`src/rtl/seg_write_arbiter.sv`:
```
// ============================================================================
// Module   : seg_write_arbiter
// Purpose  : Round-robin arbiter granting two requesters access to a
//            seven-segment decoder slave, with a per-write dwell period.
// Revision : 1.0
// ============================================================================
`default_nettype none

module seg_write_arbiter #(
  parameter int DWELL = 4
) (
  input  logic        clk,
  input  logic        reset_n,
  input  logic        req0,
  input  logic [7:0]  data0,
  output logic        ack0,
  input  logic        req1,
  input  logic [7:0]  data1,
  output logic        ack1,
  output logic [1:0]  m_address,
  output logic        m_chipselect,
  output logic        m_write,
  output logic [31:0] m_writedata,
  output logic        busy,
  output logic        grant_id
);

  localparam logic [1:0]  S_IDLE       = 2'd0;
  localparam logic [1:0]  S_WRITE      = 2'd1;
  localparam logic [1:0]  S_HOLD       = 2'd2;
  localparam logic [15:0] C_DWELL_LOAD = 16'(DWELL - 1);

  logic [1:0]  r_state;
  logic [1:0]  w_next_state;
  logic [15:0] r_count;
  logic        r_last_grant;
  logic        r_grant_id;
  logic [7:0]  r_data;
  logic        w_any_req;
  logic        w_winner;

  assign w_any_req = req0 | req1;
  // On a tie the requester that did not win last time is served.
  assign w_winner  = (req0 && req1) ? ~r_last_grant : req1;

  always_ff @(posedge clk or negedge reset_n) begin
    if (!reset_n) begin
      r_state <= S_IDLE;
    end else begin
      r_state <= w_next_state;
    end
  end

  always_comb begin
    w_next_state = r_state;
    case (r_state)
      S_IDLE:  if (w_any_req) w_next_state = S_WRITE;
      S_WRITE: w_next_state = S_HOLD;
      S_HOLD:  if (r_count == 16'd0) w_next_state = S_IDLE;
      default: w_next_state = S_IDLE;
    endcase
  end

  always_ff @(posedge clk or negedge reset_n) begin
    if (!reset_n) begin
      r_count      <= 16'd0;
      r_last_grant <= 1'b1;
      r_grant_id   <= 1'b0;
      r_data       <= 8'h00;
    end else begin
      case (r_state)
        S_IDLE: begin
          if (w_any_req) begin
            r_data       <= w_winner ? data1 : data0;
            r_grant_id   <= w_winner;
            r_last_grant <= w_winner;
          end
        end
        S_WRITE: r_count <= C_DWELL_LOAD;
        S_HOLD:  if (r_count != 16'd0) r_count <= r_count - 16'd1;
        default: r_count <= 16'd0;
      endcase
    end
  end

  always_comb begin
    ack0         = 1'b0;
    ack1         = 1'b0;
    m_address    = 2'b00;
    m_chipselect = 1'b0;
    m_write      = 1'b0;
    m_writedata  = {24'h000000, r_data};
    busy         = (r_state == S_WRITE) || (r_state == S_HOLD);
    grant_id     = r_grant_id;
    if (r_state == S_WRITE) begin
      m_chipselect = 1'b1;
      m_write      = 1'b1;
      ack0         = ~r_grant_id;
      ack1         = r_grant_id;
    end
  end

endmodule

`default_nettype wire

```
`config.mk`:
```
export PLATFORM = sky130hd
export DESIGN_NAME = seg_write_arbiter
export DESIGN_NICKNAME = d
export VERILOG_FILES = /design/src/rtl/seg_write_arbiter.sv
export SDC_FILE = /design/constraint.sdc
export NUM_CORES = 1
export LEC_CHECK = 0
export CAP_MARGIN = 20
export CELL_PAD_IN_SITES_DETAIL_PLACEMENT = 0
export CELL_PAD_IN_SITES_GLOBAL_PLACEMENT = 2
export CORE_MARGIN = 1
export CORE_UTILIZATION = 28
export CTS_BUF_LIST = sky130_fd_sc_hd__clkbuf_4 sky130_fd_sc_hd__clkbuf_8 sky130_fd_sc_hd__clkbuf_16
export CTS_CLUSTER_DIAMETER = 60
export DETAILED_ROUTE_END_ITERATION = 10
export PLACE_DENSITY = 0.85
export RECOVER_POWER = 100
export SLEW_MARGIN = 10
export SYNTH_ARGS = -nofsm -noshare
export SYNTH_HDL_FRONTEND = slang
export SYNTH_SLANG_ARGS = --single-unit
```
`constraint.sdc`:
```
create_clock -name clk -period 4.7 [get_ports clk]
set_input_delay 0.47 -clock clk [delete_from_list [all_inputs] [get_ports clk]]
set_output_delay 0.47 -clock clk [all_outputs]
set_load 0.03 [all_outputs]
```
# Yosys cells after proc, flatten, opt, wreduce, memory -nomap -nowiden
# Cells that the tools add are included.
# totals
output_inout_bits	40
ff_bits	28
# classes
n_eq_ne	5
n_reduce_logical	8
bitwise_logic	4
add_sub_neg	1
muxes	10
# ops
op	n
one-hot mux 16 bit (3 select lines)	1
zero test 16 bit	1
two-way mux 16 bit	1
nonzero test 16 bit	1
subtractor 16 x 1 -> 16 bit (second input constant)	1
two-way mux 8 bit	1
inequality test 2 bit (second input constant)	3
one-hot mux 2 bit (3 select lines)	1
AND reduction 2 bit	3
two-way mux 1 bit	4
two-way mux 2 bit	2
inverter 1 bit	3
equality test 2 x 1 -> 1 bit (second input constant)	1
equality test 2 bit (second input constant)	1
zero test 2 bit	1
logical AND 1 bit	1
logical OR 1 bit	1
bitwise OR 1 bit	1

# Depth between registers and ports, before layout
# Gate-level depths: netlist of the first run.
# depth
depth_word	3
depth_mapped	9
ltp_nobuf	7

# Worst setup path before layout of the first run
# No wires, ideal clock.
# synth_path
path_type	register to register
from	register r_count[0]
to	register r_state[1]
stages_incl_launch_ff	9
arrival_time_ps	2212
required_time_ps	4572
setup_slack_ps	2360
n_path_buf	1
path_cell_list	dfrtp_1 -> inv_1 -> ha_1 -> or4b_1 -> buf_2 -> or2_4 -> o41a_1 -> a21oi_2 -> mux2_1
# synth_via
elab_chain_cells	3
# synth_lines
element	line_no	rtl
start, declared	35	logic [15:0] r_count;
start signal, assigned	80	S_HOLD: if (r_count != 16'd0) r_count <= r_count - 16'd1;
zero test 16 bit	59	S_HOLD: if (r_count == 16'd0) w_next_state = S_IDLE;
inequality test 2 bit (no source line)	-	
AND reduction 2 bit (no source line)	-	
end signal, assigned	50	r_state <= w_next_state;
end, declared	33	logic [1:0] r_state;
# Every way passes these cells.
# A chain may end at the register's enable or synchronous reset.

# Worst setup path in the final report of the first run
# layout_path
from	register r_count[0]
to	register r_count[15]
# layout_via
elab_chain_cells	3
elab_cells_between_ends	6
# layout_lines
element	line_no
subtractor 16 x 1 -> 16 bit or nonzero test 16 bit (tied branches)	80
two-way mux 16 bit or inequality test 2 bit (tied branches)	-
one-hot mux 16 bit (3 select lines) or AND reduction 2 bit (tied branches)	-
# Parallel ways exist; a longest one is shown, timed or not. The select of a mux whose other input is x is not followed.

==> flow_summary.toml, run 1 <==
[pwr]
power_leakage_nw = 0.949
total_power_w = 0.00141
power_frac_seq = 0.289
ir_drop_v = 0.000232
p_int_w = 0.000745
clockPowerShare = 0.138
p_per_area_nw_per_um2 = 686
netSwitchingFraction = 0.470
p_sw_w = 0.000661
p_comb_frac = 0.573

[critical_path]
startpoint_type = "flip-flop"
crit_slowest_cell = "o41ai_1"
slowest_delay_ns = 1.27
worst_ep_arrival_time_ns = 3.55
critPathKind = "reg2reg"
timing.critical_path.buf_inv = 2
crit_required_ns = 4.87
crit_family = "compound AO/OA/AOI/OAI gates"
cp_max_fo = 14
end_kind = "flip-flop"
reg2reg_slack_ns = 1.31
rr_endpoint = "r_count[15]"
critPathLaunch = "r_count[0]"
r2r_cells = 8
crit_chain = "inv_1 -> ha_1 -> or4b_1 -> o41ai_1 -> buf_4 -> nor2_1 -> nand3_1 -> o21ai_0"
r2r_start = "r_count[0]"
crit_cells = 8

[worst_hold_path]
hold_class = "reg2reg"
hold_depth = 2
min-delay-start = "r_data[7]"
whs_endpoint = "r_data[7]"

[clock_tree]
clk_pin_slew_ns = 0.10
cts-resized-gates = 0
cts_buffers = 3
ctsHtreeMaxLevel = 1
insertion_delay_ns = 0.28
cts_setup_buffers = 0
clock_sinks = 28
hold_buffers = 0
cts_tree = "built"
cts_root_buf = "clkbuf_8"
cts_buffer_depth = 2

[yosys]
synth_area_um2 = 1710
syn_inst = 192
synth_seq_cells = 28
synth_most_common_cell = "buf_4"
synth_edf_count = 0
yosysSeqAreaShare = 0.411
ys_warn_count = 0
synthArstFlopShare = 1.00
ys_dominant_reg_cell = "dfrtp_1"
synthTopCellsByCount = "buf_4 (28), dfrtp_1 (27), o21ai_1 (21), nor2_1 (20), nand2_1 (18)"
syn_avg_cell_area_um2 = 8.89
yosysUniqueCellTypes = 38
synth_area_leaders = "dfrtp_1 (40%), buf_4 (12%), o21ai_1 (6.2%)"
synth_top_cell_by_area = "dfrtp_1"
synth_top_area_frac = 0.396

[timing]
worst_pin_slew_ns = 1.58
finClkSkew_ns = 0.00373
period_needed_ns = 3.39
post-route-period-util = 0.720
clock.fmax_mhz = 295
setup_viol = 0
fin_tns_setup_ns = 0
slew_violations = 39
holdWs_ns = 0.483
hold_viol_final = 0
relSlewSlack = -0.0652
rsz0062_at_grt = "no"

[outcome]
outcome = "finished, violations left"
violations = "capacitance limit, slew limit"

[final_layout]
seq_area_um2 = 702
nets = 248
syn_to_final_growth_pct = 20.2
drive_above_1_share = 0.0448
diodes = 0
n_fill_cell = 643
multi_input_area_um2 = 815

[floorplanning]
die_w_um = 80.1
die-area_um2 = 6410
io_pins = 60
die_height_um = 80.1
core_um2 = 5890
core.rowCount = 28
start_util = 0.290

[placement]
port_buffers = 33
dp_hpwl_um = 2440
gp_congestion = 0.713

[flow_run]
maxCapViolations = 2

[detailed_routing]
drtPass1Iterations = 4
via_per_inst = 4.52
ant_nets = 0
wire_per_inst_um = 11.1
dr.first_iter.drc_count = 80
wl_um = 3320
drc = 0
vias = 1347

[global_route]
grt_antenna_before_repair = 0
grt_max_degree = 29
grt_pass1_wl_um = 5760
grtUsageTotal = 0.115
first_global_vias = 1215
overflow = 0
[flip-flops by register name, indices dropped and copies added (netlist names)]
register / count
r_data: 8
r_state: 2
r_last_grant: 1
r_count: 16
grant_id: 1
[cell families after synthesis]
kind of cell / count (synthesis) / synth area share
and+or+nand+nor: 58 / 0.159
buffers and inverters: 40 / 0.152
adders and majority gates: 4 / 0.0293
DFF: 28 / 0.411
other: 1 / 0.00220
muxes: 11 / 0.0653
AOI/OAI and AO/OA: 50 / 0.181
[how the worst max path moves through the flow]
stage	endpoint	slack, ns
floorplan	r_state[1]	2.36
global placement	r_count[15]	2.05
detailed placement	r_count[15]	1.99
CTS	r_count[15]	1.97
global route	r_count[15]	0.99
finish	r_count[15]	1.31
[power groups by stage]
stage / Combinational, W / Sequential (W) / Clock (W)
2_1_floorplan: 0.000591 / 0.000472 / 0
3_3_place_gp: 0.000874 / 0.000413 / 0
3_5_place_dp: 0.000872 / 0.000412 / 0
4_1_cts: 0.000872 / 0.000410 / 0.000202
5_1_grt: 0.000895 / 0.000425 / 0.000212
6_report: 0.000806 / 0.000406 / 0.000194
[area by class of cell]
type | instances | area share
multi-input cells | 149 | 0.397
flip-flops and latches | 28 | 0.342
repair buffers | 36 | 0.169
well taps | 75 | 0.0458
clock buffers | 3 | 0.0201
clock inverters | 1 | 0.0146
inverters | 6 | 0.0110
[stage by stage]
stage	utilization	worst slack [ns]	cell area, µm²	instances
after floorplan	-	2.36	1800	217
after global placement	0.340	2.05	2000	293
after detailed placement	0.340	1.99	2000	293
after CTS	0.352	1.97	2070	297
after global routing	0.348	0.994	2050	298
final	0.348	1.31	2050	298
[worst register-to-register path: stages, from the launching register on]
cell and delay [ns]:
dfrtp_1 0.41, inv_1 0.08, ha_1 0.18, or4b_1 0.57, o41ai_1 1.27, buf_4 0.37
nor2_1 0.12, nand3_1 0.19, o21ai_0 0.09
[cell usage in the layout (no fill, tap or decap), types with 8 or more instances in the layout]
cell             instances
o21ai_0                 19
conb_1                  26
dlygate4sd3_1           16
nand2_1                 18
nor2_1                  20
o21ai_1                 11
dfrtp_1                 27
clkdlybuf4s50_1         17
a21oi_1                  8
mux2i_1                 10
[per-layer routing]
layer	GRT usage	up-vias	wire length, µm
met5	0	-	0
met4	0.0214	0	19
met3	0.0330	2	190
met2	0.182	49	1530
met1	0.155	622	1580
li1	-	674	-
(Power assumes the default switching activity.)
==> inputs of run 2 (changes only) <==
CORE_UTILIZATION = 26   (was 28)
PLACE_DENSITY = 0.79   (was 0.85)
clock period = 3.5 ns   (was 4.7 ns; I/O delays follow)
==> flow_summary.toml, run 2 (synthesis results as in run 1) <==
[final_layout]
top_register = "r_count"
layout_commonest_cell = "dfrtp_1"
final_cell_mix = "dfrtp_1 (27), conb_1 (26), o21ai_0 (22), nor2_1 (20), nand2_1 (18)"
seq_area_um2 = 702
n_fill_cell = 665
largest_register_ffs = 16
final_cells = 301
diodes = 0
syn_to_final_growth_pct = 21.8
drive_above_1_share = 0.0491
nets = 249
largestRegisters = "r_count (16), r_data (8), r_state (2)"
fin_area_um2 = 2080
multi_input_area_um2 = 833

[clock_tree]
ctsHtreeMaxLevel = 1
clk_pin_slew_ns = 0.10
clock_sinks = 28
cts-resized-gates = 0
hold_buffers = 0
cts_root_buf = "clkbuf_8"
cts_tree = "built"
cts_setup_buffers = 0
cts_buffers = 3
insertion_delay_ns = 0.28
cts_buffer_depth = 2

[detailed_routing]
drc = 0
dr.first_iter.drc_count = 84
drtPass1Iterations = 4
via_per_inst = 4.45
wl_um = 3560
vias = 1338
ant_nets = 0
wire_per_inst_um = 11.8

[floorplanning]
start_util = 0.269
core.rowCount = 29
core_um2 = 6350
die-area_um2 = 6890
die_height_um = 83.0
die_w_um = 83.0
io_pins = 60

[placement]
placed_cell_area_um2 = 2020
dp.cells = 297
gp_congestion = 0.804
dp_hpwl_um = 2620
port_buffers = 33

[global_route]
busiest_layer = "met2"
grtUsageMet2 = 0.180
grt_pass1_wl_um = 6120
gr-usage-met3 = 0.0298
grt_antenna_before_repair = 0
grt_max_degree = 29
first_global_vias = 1266
overflow = 0
grtUsageTotal = 0.110
gr-usage-met1 = 0.142

[critical_path]
slowest_delay_ns = 0.60
crit_required_ns = 3.64
critPathKind = "reg2reg"
crit_family = "simple AND/OR/NAND/NOR gates"
timing.critical_path.buf_inv = 2
end_kind = "flip-flop"
startpoint_type = "flip-flop"
crit_chain = "inv_1 -> ha_1 -> or4b_1 -> o41ai_4 -> clkbuf_1 -> nor2_1 -> mux2i_1 -> o21ai_0"
cp_max_fo = 17
worst_ep_arrival_time_ns = 2.95
crit_slowest_cell = "or4b_1"

[flow_run]
maxCapViolations = 2

[timing]
finClkSkew_ns = 0.00243
clock.fmax_mhz = 356
holdWs_ns = 0.485
fin_tns_setup_ns = 0
relSlewSlack = -0.0236
period_needed_ns = 2.81
hold_viol_final = 0
rsz0062_at_grt = "no"
setup_viol = 0
slew_violations = 30
worst_pin_slew_ns = 1.54
post-route-period-util = 0.803

[pwr]
p_per_area_nw_per_um2 = 928
total_power_w = 0.00193
ir_drop_v = 0.000386
power_leakage_nw = 0.957

[outcome]
violations = "capacitance limit, slew limit"
outcome = "finished, violations left"

[worst_hold_path]
hold_class = "reg2reg"
run 2: changes by cell type in the layout (fill, tap and decap cells not counted), sizes merged:
cell  change
buf       +1
run 2: area by class of cell:
cell class | instances | share of cell area
Sequential cell | 28 | 0.338
Clock inverter | 1 | 0.0144
Tap cell | 77 | 0.0464
Inverter | 6 | 0.0108
Clock buffer | 3 | 0.0199
Timing Repair Buffer | 37 | 0.170
Multi-Input combinational cell | 149 | 0.401
run 2: worst paths after layout:
kind | start | endpoint | slack (ns) | depth (start not counted)
max reg2reg | r_count[0] | r_count[9] | 0.69 | 8
min in group asynchronous | reset_n | r_count[3] | 0.98 | 2
min | r_data[6] | r_data[6] | 0.48 | 2
min reg2reg | r_data[6] | r_data[6] | 0.48 | 2
max | r_count[0] | r_count[9] | 0.69 | 8
max in group asynchronous | reset_n | r_data[7] | 1.63 | 2
run 2: report_power, final:
part,internal (W),switching (W),total (W)
Sequential,0.000451,0.0000955,0.000547
Combinational,0.000408,0.000712,0.00112
Clock,0.000153,0.000108,0.000261
Total,0.00101,0.000915,0.00193
run 2: stage by stage:
| step | worst slack (ns) | util |
|---|---|---|
| 2_1_floorplan | 1.16 | - |
| 3_3_place_gp | 1.03 | 0.318 |
| 3_5_place_dp | 1.01 | 0.318 |
| 4_1_cts | 0.988 | 0.329 |
| 5_1_grt | 0.461 | 0.327 |
| 6_report | 0.691 | 0.327 |
run 2: metal layers:
metal | part of all wire | up-vias
li1 | - | 674
met1 | 0.46 | 615
met2 | 0.48 | 47
met3 | 0.051 | 2
met4 | 0.0073 | 0
met5 | 0 | -
run 2: tightest hold or removal path: stages (launching register included):
cell and delay, ns:
dfrtp_1 0.35, nand2_1 0.04, o21ai_0 0.06
